$ cat src/rtl/kilit_pkg.sv
// Shared types and helpers for the multi-lock combination controller.
package kilit_pkg;

    typedef enum logic [1:0] {
        BEKLE = 2'd0,
        GIRIS = 2'd1,
        ACIK  = 2'd2,
        CEZA  = 2'd3
    } kilit_durum_t;

    // Bit offset of step `adim` of lock `kilit` inside the packed code vector.
    function automatic int unsigned adim_ofset(
        input int unsigned kilit,
        input int unsigned adim,
        input int unsigned adim_sayisi,
        input int unsigned adim_w
    );
        return (kilit * adim_sayisi + adim) * (adim_w + 1);
    endfunction

endpackage

$ cat src/rtl/tek_kilit_fsm.sv
// One combination lock: step entry, error counting, penalty and open timer.
// ACIK_ZAMAN_ASIMI_EN enables auto-relock of an open lock after ACIK_SURESI cycles.
module tek_kilit_fsm
    import kilit_pkg::*;
#(
    parameter int unsigned ADIM_SAYISI = 2,
    parameter int unsigned ADIM_W      = 3,
    parameter int unsigned HATA_LIMIT  = 3,
    parameter int unsigned CEZA_SURESI = 16,
    parameter int unsigned ACIK_SURESI = 32
) (
    input  logic                              clk,
    input  logic                              i_rst,
    input  logic                              i_temizle,
    input  logic                              i_kapat,
    input  logic                              i_adim_kabul,
    input  logic                              i_adim_yon,
    input  logic [ADIM_W-1:0]                 i_adim_deger,
    input  logic [ADIM_SAYISI*(ADIM_W+1)-1:0] i_sifre,
    output logic                              o_hazir_c,
    output logic                              o_acik_d_c,
    output logic                              o_hata_d_c,
    output logic                              o_acik,
    output logic                              o_ceza
);

    localparam int unsigned ADIM_GEN  = ADIM_W + 1;
    localparam int unsigned IDX_W     = (ADIM_SAYISI > 1) ? $clog2(ADIM_SAYISI) : 1;
    localparam int unsigned SAY_W     = $clog2(HATA_LIMIT + 1);
    localparam int unsigned ZAMAN_UST = (CEZA_SURESI > ACIK_SURESI) ? CEZA_SURESI : ACIK_SURESI;
    localparam int unsigned ZAMAN_W   = (ZAMAN_UST > 1) ? $clog2(ZAMAN_UST) : 1;

    kilit_durum_t        r_durum, w_durum_d;
    logic [IDX_W-1:0]    r_idx, w_idx_d, w_idx_c;
    logic                r_hatali, w_hatali_d, w_hatali_c;
    logic [SAY_W-1:0]    r_hata_say, w_hata_say_d;
    logic [ZAMAN_W-1:0]  r_zaman, w_zaman_d;
    logic                w_hata_d, w_ceza_d;
    logic [ADIM_GEN-1:0] w_beklenen;

    // An idle lock always compares against step 0; the mismatch flag is sticky within an attempt.
    assign w_idx_c    = (r_durum == GIRIS) ? r_idx : '0;
    assign w_beklenen = i_sifre[adim_ofset(0, 32'(w_idx_c), ADIM_SAYISI, ADIM_W) +: ADIM_GEN];
    assign w_hatali_c = ((r_durum == GIRIS) && r_hatali) ||
                        (w_beklenen != {i_adim_yon, i_adim_deger});

    // State register; outputs are registered from their next values.
    always_ff @(posedge clk) begin
        if (i_rst) begin
            r_durum    <= BEKLE;
            r_idx      <= '0;
            r_hatali   <= 1'b0;
            r_hata_say <= '0;
            r_zaman    <= '0;
            o_acik     <= 1'b0;
            o_ceza     <= 1'b0;
        end else begin
            r_durum    <= w_durum_d;
            r_idx      <= w_idx_d;
            r_hatali   <= w_hatali_d;
            r_hata_say <= w_hata_say_d;
            r_zaman    <= w_zaman_d;
            o_acik     <= o_acik_d_c;
            o_ceza     <= w_ceza_d;
        end
    end

    // Next-state logic: code load > relock > step.
    always_comb begin
        w_durum_d    = r_durum;
        w_idx_d      = r_idx;
        w_hatali_d   = r_hatali;
        w_hata_say_d = r_hata_say;
        w_zaman_d    = r_zaman;
        w_hata_d     = 1'b0;
        if (i_temizle) begin
            w_durum_d    = BEKLE;
            w_idx_d      = '0;
            w_hatali_d   = 1'b0;
            w_hata_say_d = '0;
            w_zaman_d    = '0;
        end else begin
            case (r_durum)
                BEKLE, GIRIS: begin
                    if (i_kapat) begin
                        w_durum_d  = BEKLE;
                        w_idx_d    = '0;
                        w_hatali_d = 1'b0;
                    end else if (i_adim_kabul) begin
                        if (w_idx_c == IDX_W'(ADIM_SAYISI - 1)) begin
                            w_idx_d    = '0;
                            w_hatali_d = 1'b0;
                            w_zaman_d  = '0;
                            if (!w_hatali_c) begin
                                w_durum_d    = ACIK;
                                w_hata_say_d = '0;
                            end else begin
                                w_hata_d = 1'b1;
                                if (r_hata_say == SAY_W'(HATA_LIMIT - 1)) begin
                                    w_durum_d    = CEZA;
                                    w_hata_say_d = SAY_W'(HATA_LIMIT);
                                end else begin
                                    w_durum_d    = BEKLE;
                                    w_hata_say_d = r_hata_say + SAY_W'(1);
                                end
                            end
                        end else begin
                            w_durum_d  = GIRIS;
                            w_idx_d    = w_idx_c + IDX_W'(1);
                            w_hatali_d = w_hatali_c;
                        end
                    end
                end
                ACIK: begin
                    if (i_kapat) begin
                        w_durum_d = BEKLE;
                    end
`ifdef ACIK_ZAMAN_ASIMI_EN
                    else if (r_zaman == ZAMAN_W'(ACIK_SURESI - 1)) begin
                        w_durum_d = BEKLE;
                        w_zaman_d = '0;
                    end else begin
                        w_zaman_d = r_zaman + ZAMAN_W'(1);
                    end
`endif
                end
                CEZA: begin
                    if (r_zaman == ZAMAN_W'(CEZA_SURESI - 1)) begin
                        w_durum_d    = BEKLE;
                        w_hata_say_d = '0;
                        w_zaman_d    = '0;
                    end else begin
                        w_zaman_d = r_zaman + ZAMAN_W'(1);
                    end
                end
                default: w_durum_d = BEKLE;
            endcase
        end
    end

    // Output decode.
    always_comb begin
        o_hazir_c  = (r_durum == BEKLE) || (r_durum == GIRIS);
        o_acik_d_c = (w_durum_d == ACIK);
        o_hata_d_c = w_hata_d;
        w_ceza_d   = (w_durum_d == CEZA);
    end

endmodule

$ cat src/rtl/coklu_kilit_denetleyici.sv
// Multi-lock combination controller: code registers, step handshake and lock array.
// ACIK_ZAMAN_ASIMI_EN enables auto-relock of open locks (see tek_kilit_fsm).
module coklu_kilit_denetleyici
    import kilit_pkg::*;
#(
    parameter int unsigned KILIT_SAYISI = 2,
    parameter int unsigned ADIM_SAYISI  = 2,
    parameter int unsigned ADIM_W       = 3,
    parameter int unsigned HATA_LIMIT   = 3,
    parameter int unsigned CEZA_SURESI  = 16,
    parameter int unsigned ACIK_SURESI  = 32
) (
    input  logic                                           clk,
    input  logic                                           rst,
    input  logic                                           sifre_yukle,
    input  logic [KILIT_SAYISI*ADIM_SAYISI*(ADIM_W+1)-1:0] kilit_sifreler,
    input  logic                                           adim_gecerli,
    output logic                                           adim_hazir,
    input  logic [((KILIT_SAYISI > 1) ? $clog2(KILIT_SAYISI) : 1)-1:0] kilit_sec,
    input  logic                                           adim_yon,
    input  logic [ADIM_W-1:0]                              adim_deger,
    input  logic                                           kapat,
    output logic [KILIT_SAYISI-1:0]                        kilit_acik,
    output logic [KILIT_SAYISI-1:0]                        kilit_ceza,
    output logic                                           kilitler_acik,
    output logic                                           hata
);

    localparam int unsigned SEC_W   = (KILIT_SAYISI > 1) ? $clog2(KILIT_SAYISI) : 1;
    localparam int unsigned KILIT_B = ADIM_SAYISI * (ADIM_W + 1);
    localparam int unsigned SIFRE_W = KILIT_SAYISI * KILIT_B;

    logic [SIFRE_W-1:0]      r_sifre;
    logic                    r_hata, r_hepsi;
    logic [KILIT_SAYISI-1:0] w_sec, w_hazir, w_acik_d, w_hata_d;
    logic                    w_kabul;

    // An out-of-range kilit_sec matches no lock, so the step is never ready.
    assign adim_hazir    = (|(w_hazir & w_sec)) && !sifre_yukle;
    assign w_kabul       = adim_gecerli && adim_hazir;
    assign hata          = r_hata;
    assign kilitler_acik = r_hepsi;

    always_ff @(posedge clk) begin
        if (rst) begin
            r_sifre <= '0;
            r_hata  <= 1'b0;
            r_hepsi <= 1'b0;
        end else begin
            if (sifre_yukle) begin
                r_sifre <= kilit_sifreler;
            end
            r_hata  <= |w_hata_d;
            r_hepsi <= &w_acik_d;
        end
    end

    for (genvar k = 0; k < KILIT_SAYISI; k++) begin : g_kilit
        assign w_sec[k] = (kilit_sec == SEC_W'(k));

        tek_kilit_fsm #(
            .ADIM_SAYISI (ADIM_SAYISI),
            .ADIM_W      (ADIM_W),
            .HATA_LIMIT  (HATA_LIMIT),
            .CEZA_SURESI (CEZA_SURESI),
            .ACIK_SURESI (ACIK_SURESI)
        ) u_kilit (
            .clk          (clk),
            .i_rst        (rst),
            .i_temizle    (sifre_yukle),
            .i_kapat      (kapat),
            .i_adim_kabul (w_kabul && w_sec[k]),
            .i_adim_yon   (adim_yon),
            .i_adim_deger (adim_deger),
            .i_sifre      (r_sifre[adim_ofset(k, 0, ADIM_SAYISI, ADIM_W) +: KILIT_B]),
            .o_hazir_c    (w_hazir[k]),
            .o_acik_d_c   (w_acik_d[k]),
            .o_hata_d_c   (w_hata_d[k]),
            .o_acik       (kilit_acik[k]),
            .o_ceza       (kilit_ceza[k])
        );
    end

endmodule

$ cat config.mk
export PLATFORM = sky130hd
export DESIGN_NAME = coklu_kilit_denetleyici
export DESIGN_NICKNAME = d
export VERILOG_FILES = /design/src/rtl/kilit_pkg.sv /design/src/rtl/tek_kilit_fsm.sv /design/src/rtl/coklu_kilit_denetleyici.sv
export SDC_FILE = /design/constraint.sdc
export NUM_CORES = 1
export LEC_CHECK = 0
export ABC_CLOCK_PERIOD_IN_PS = 3100
export BUFFER_PORTS_ARGS = -buffer_cell sky130_fd_sc_hd__buf_2
export CORE_MARGIN = 1
export CORE_UTILIZATION = 35
export DETAILED_ROUTE_END_ITERATION = 6
export PLACE_DENSITY = 0.56
export SLEW_MARGIN = 10
export SYNTH_ARGS = -nofsm -noshare
export SYNTH_HDL_FRONTEND = slang
export SYNTH_HIERARCHICAL = 1
export SYNTH_SLANG_ARGS = --single-unit
export TNS_END_PERCENT = 100
$ cat constraint.sdc
create_clock -name clk -period 3.1 [get_ports clk]
set_clock_uncertainty 0.1 [all_clocks]
set_input_delay 0.62 -clock clk [delete_from_list [all_inputs] [get_ports clk]]
set_output_delay 0.62 -clock clk [all_outputs]
set_load 0.02 [all_outputs]
==> impl_metrics.csv <==
group,metric,value,unit
run_status,run_status,"finished clean",
route,iter_0_drt_violations,89,
floorplan,fp.dieH,82.5,µm
sta,hold_slack,0.361,ns
sta,grt_setup_unrepaired,"false",
cts,clk_pin_slew_worst_paths,0.08,ns
global_routing,grt_util_all_layers,15.1,%
global_routing,grt_overflow_total,0,
critical_path,setup.worst_path.start_class,"register",
critical_path,worst-path-max-fanout,12,
synth,synth_area_per_cell,8.80,µm²
place,post-dp-hpwl,3550,µm
cts,cts_tree,"yes",
floorplan,initial_utilization,37.2,%
power_and_ir_drop,total_power,1.05,mW
cts,cts_num_sinks,44,
cts,cts_root_buf,"clkbuf_8",
sta,max_freq,0.448,GHz
global_routing,maximum_number_of_pins_on_one_net_before_global_route_repair,28,
critical_path,arrival,2.37,ns
final_layout,stdcell_count,364,
critical_path,path_class,"reg -> reg",
floorplan,die_w,82.5,µm
floorplan,die_ar,0.00681,mm²
place,place_inst,356,
sta,final.setup.tns,0,ns
route,avgRoutedWirePerCell,13.2,µm
route,detail_route.drc_violations,0,
sta,final_max_slew_viol_count,0,
final_layout,final_area,0.00255,mm²
synth,synth_seq_cells,44,
cts,post_cts_resized,0,
synth,syn-num-nets,288,
final_layout,nNetsFinal,318,
final_layout,share_of_final_layout_standard_cells_stronger_than_drive_strength_1,18.3,%
cts,cts_hold_buf,0,
critical_path,endpoint_kind,"register",
final_layout,filler_cell_count,637,
final_layout,antennaDiodeCount,0,
synth,syn_area,0.00227,mm²
critical_path,required,3.23,ns
place,placed_area,0.00246,mm²
sta,min_period_over_period,72.0,%
sta,timing.final.setup_violations,0,
sta,post-route-min-period,2.23,ns
place,post-place-ws,0.690,ns
cts,clock_tree.htree_level_count,2,
route,drt-pass1-iter-count,4,
floorplan,floorplan.rows,28,
cts,cts_buffer_depth,2,
power_and_ir_drop,total_leakage_power,1.17,nW
power_and_ir_drop,power_density,412,mW/mm²
route,detail_route.vias_per_cell,5.10,
floorplan,floorplan.io_pins,33,
route,num_vias,1857,
sta,final_hold_viol_count,0,
power_and_ir_drop,vdd_ir_drop_max,272,µV
final_layout,final_util,41.8,%
final_layout,multi_input_gate_area_in_the_final_layout,0.00128,mm²
final_layout,layout-area-overhead-vs-synth,12.3,%
place,place.port_buffers,32,
cts,cts_inserted_buffers,5,
place,place_congestion,0.843,
sta,worst-slew-pin-transition,0.535,ns
synth,netlist-cell-type-count,38,
route,finalWirelength,4800,µm
route,postRouteAntennaNets,0,
synth,ys_seq_area_share,38.8,%
cts,clock_insertion_delay_worst_skew,0.29,ns
sta,max-slew-margin-rel,64.2,%
cts,postCtsSetupBuffers,0,
synth,count_of_warnings_emitted_by_yosys,6,
final_layout,final-seq-area,881,µm²
global_routing,grt_first_pass_wirelength,7820,µm
flow_run,max-cap-violations,0,
sta,worst_slack,0.867,ns
global_routing,antenna_found_initial,0,
global_routing,grt_pass1_vias,1696,
floorplan,placeableCoreArea,0.00610,mm²
synth,synthesis.instances,258,
hold_path,hold_crit_class,"reg -> reg",
layout make-up:
class	count	share of cell area, %
clock buffer	6	3.24
clock inverter	2	0.393
inverter	8	1.18
multi-input combinational	196	50.4
sequential	44	34.5
tap	75	3.68
timing repair buffer	33	6.58
cells in the mapped netlist (all sizes together):
library cell	count	area, µm²
a21oi	11	55.1
a32oi	2	17.5
a22oi	2	15.0
mux2i	28	280
nand2	14	52.6
o211ai	2	15.0
xor2	6	52.6
nand2b	6	37.5
or2b	2	15.0
nor2	53	199
o211a	2	20.0
nand3b	4	55.1
nor3	10	70.1
nor4	4	25.0
inv	8	30.0
o21a	6	45.0
dfxtp	44	881
nor2b	2	27.5
and3	2	15.0
nand4	2	25.0
ha	4	50.1
xnor2	2	17.5
o21ai	8	40.0
o32ai	2	17.5
a2bb2oi	2	17.5
or2	2	12.5
buf	10	73.8
a31oi	2	12.5
nand3	12	60.1
nand4b	2	17.5
a41oi	2	17.5
layout by cell type (no fill, tap or decap):
master,count
clkinv_2,2
nand3b_1,2
o211a_1,2
nor4_1,4
o21ai_0,4
a22oi_1,2
and3_2,2
o32ai_1,2
o211ai_1,2
or2b_1,2
buf_2,32
buf_4,1
nand4_2,2
clkbuf_8,6
a2bb2oi_1,2
nor3_2,4
xnor2_1,2
nor2b_4,2
dfxtp_1,44
inv_1,8
or2_1,2
nor3_1,6
o21ai_1,4
xor2_1,6
mux2i_1,28
nand3_1,12
nor2_1,53
nand2b_1,6
nand3b_4,2
ha_1,4
nand4b_1,2
a31oi_1,2
a21oi_1,11
a41oi_1,2
nand2_1,14
o21a_1,6
a32oi_1,2
worst max-delay path, stage by stage (launching register included):
cell	delay, ns
dfxtp_1	0.44
inv_1	0.16
nand2b_1	0.08
nor2_1	0.28
a41oi_1	0.16
o21a_1	0.20
nor3_2	0.25
nor2_1	0.09
a2bb2oi_1	0.15
nor2_1	0.12
nand2_1	0.06
nor2_1	0.07
per-layer routing:
layer	vias to the layer above	routed length (µm)	GRT usage, %
li1	961	-	-
met1	861	2340	20.4
met2	29	2220	24.0
met3	6	180	3.52
met4	0	57	4.48
met5	-	0	0
sequential cells by signal (all words and copies together), names as in the netlist:
| name | count |
|---|---|
| g_kilit.u_kilit/o_acik | 2 |
| g_kilit.u_kilit/o_ceza | 2 |
| g_kilit.u_kilit/r_durum | 4 |
| g_kilit.u_kilit/r_hata_say | 4 |
| g_kilit.u_kilit/r_hatali | 2 |
| g_kilit.u_kilit/r_idx | 2 |
| g_kilit.u_kilit/r_zaman | 10 |
| hata | 1 |
| kilitler_acik | 1 |
| r_sifre | 16 |
final timing paths:
path / from / end / slack, ns / depth (start not counted)
min reg2reg: g_kilit[1].u_kilit/r_zaman[4] / g_kilit[1].u_kilit/r_zaman[4] / 0.36 / 2
min: g_kilit[1].u_kilit/r_zaman[4] / g_kilit[1].u_kilit/r_zaman[4] / 0.36 / 2
max: g_kilit[0].u_kilit/r_durum[1] / kilitler_acik / 0.87 / 11
max reg2reg: g_kilit[0].u_kilit/r_durum[1] / kilitler_acik / 0.87 / 11
report_power, final:
group | switching, mW | internal, mW | total (mW)
Sequential | 0.00798 | 0.578 | 0.586
Clock | 0.195 | 0.178 | 0.373
Combinational | 0.0505 | 0.0412 | 0.0917
Total | 0.254 | 0.797 | 1.05
logic make-up (layout without fill, tap and decap cells):
family | Yosys count | after routing | synth area share (%)
AOI/OAI and AO/OA | 41 | 41 | 12.0
xor gates and xnor gates | 8 | 8 | 3.09
adders and majority gates | 4 | 4 | 2.21
buffers and inverters | 18 | 49 | 4.58
DFF | 44 | 44 | 38.8
muxes | 28 | 28 | 12.3
and+or+nand+nor | 115 | 115 | 27.0
No activity file was read; power rests on OpenSTA's default activity.
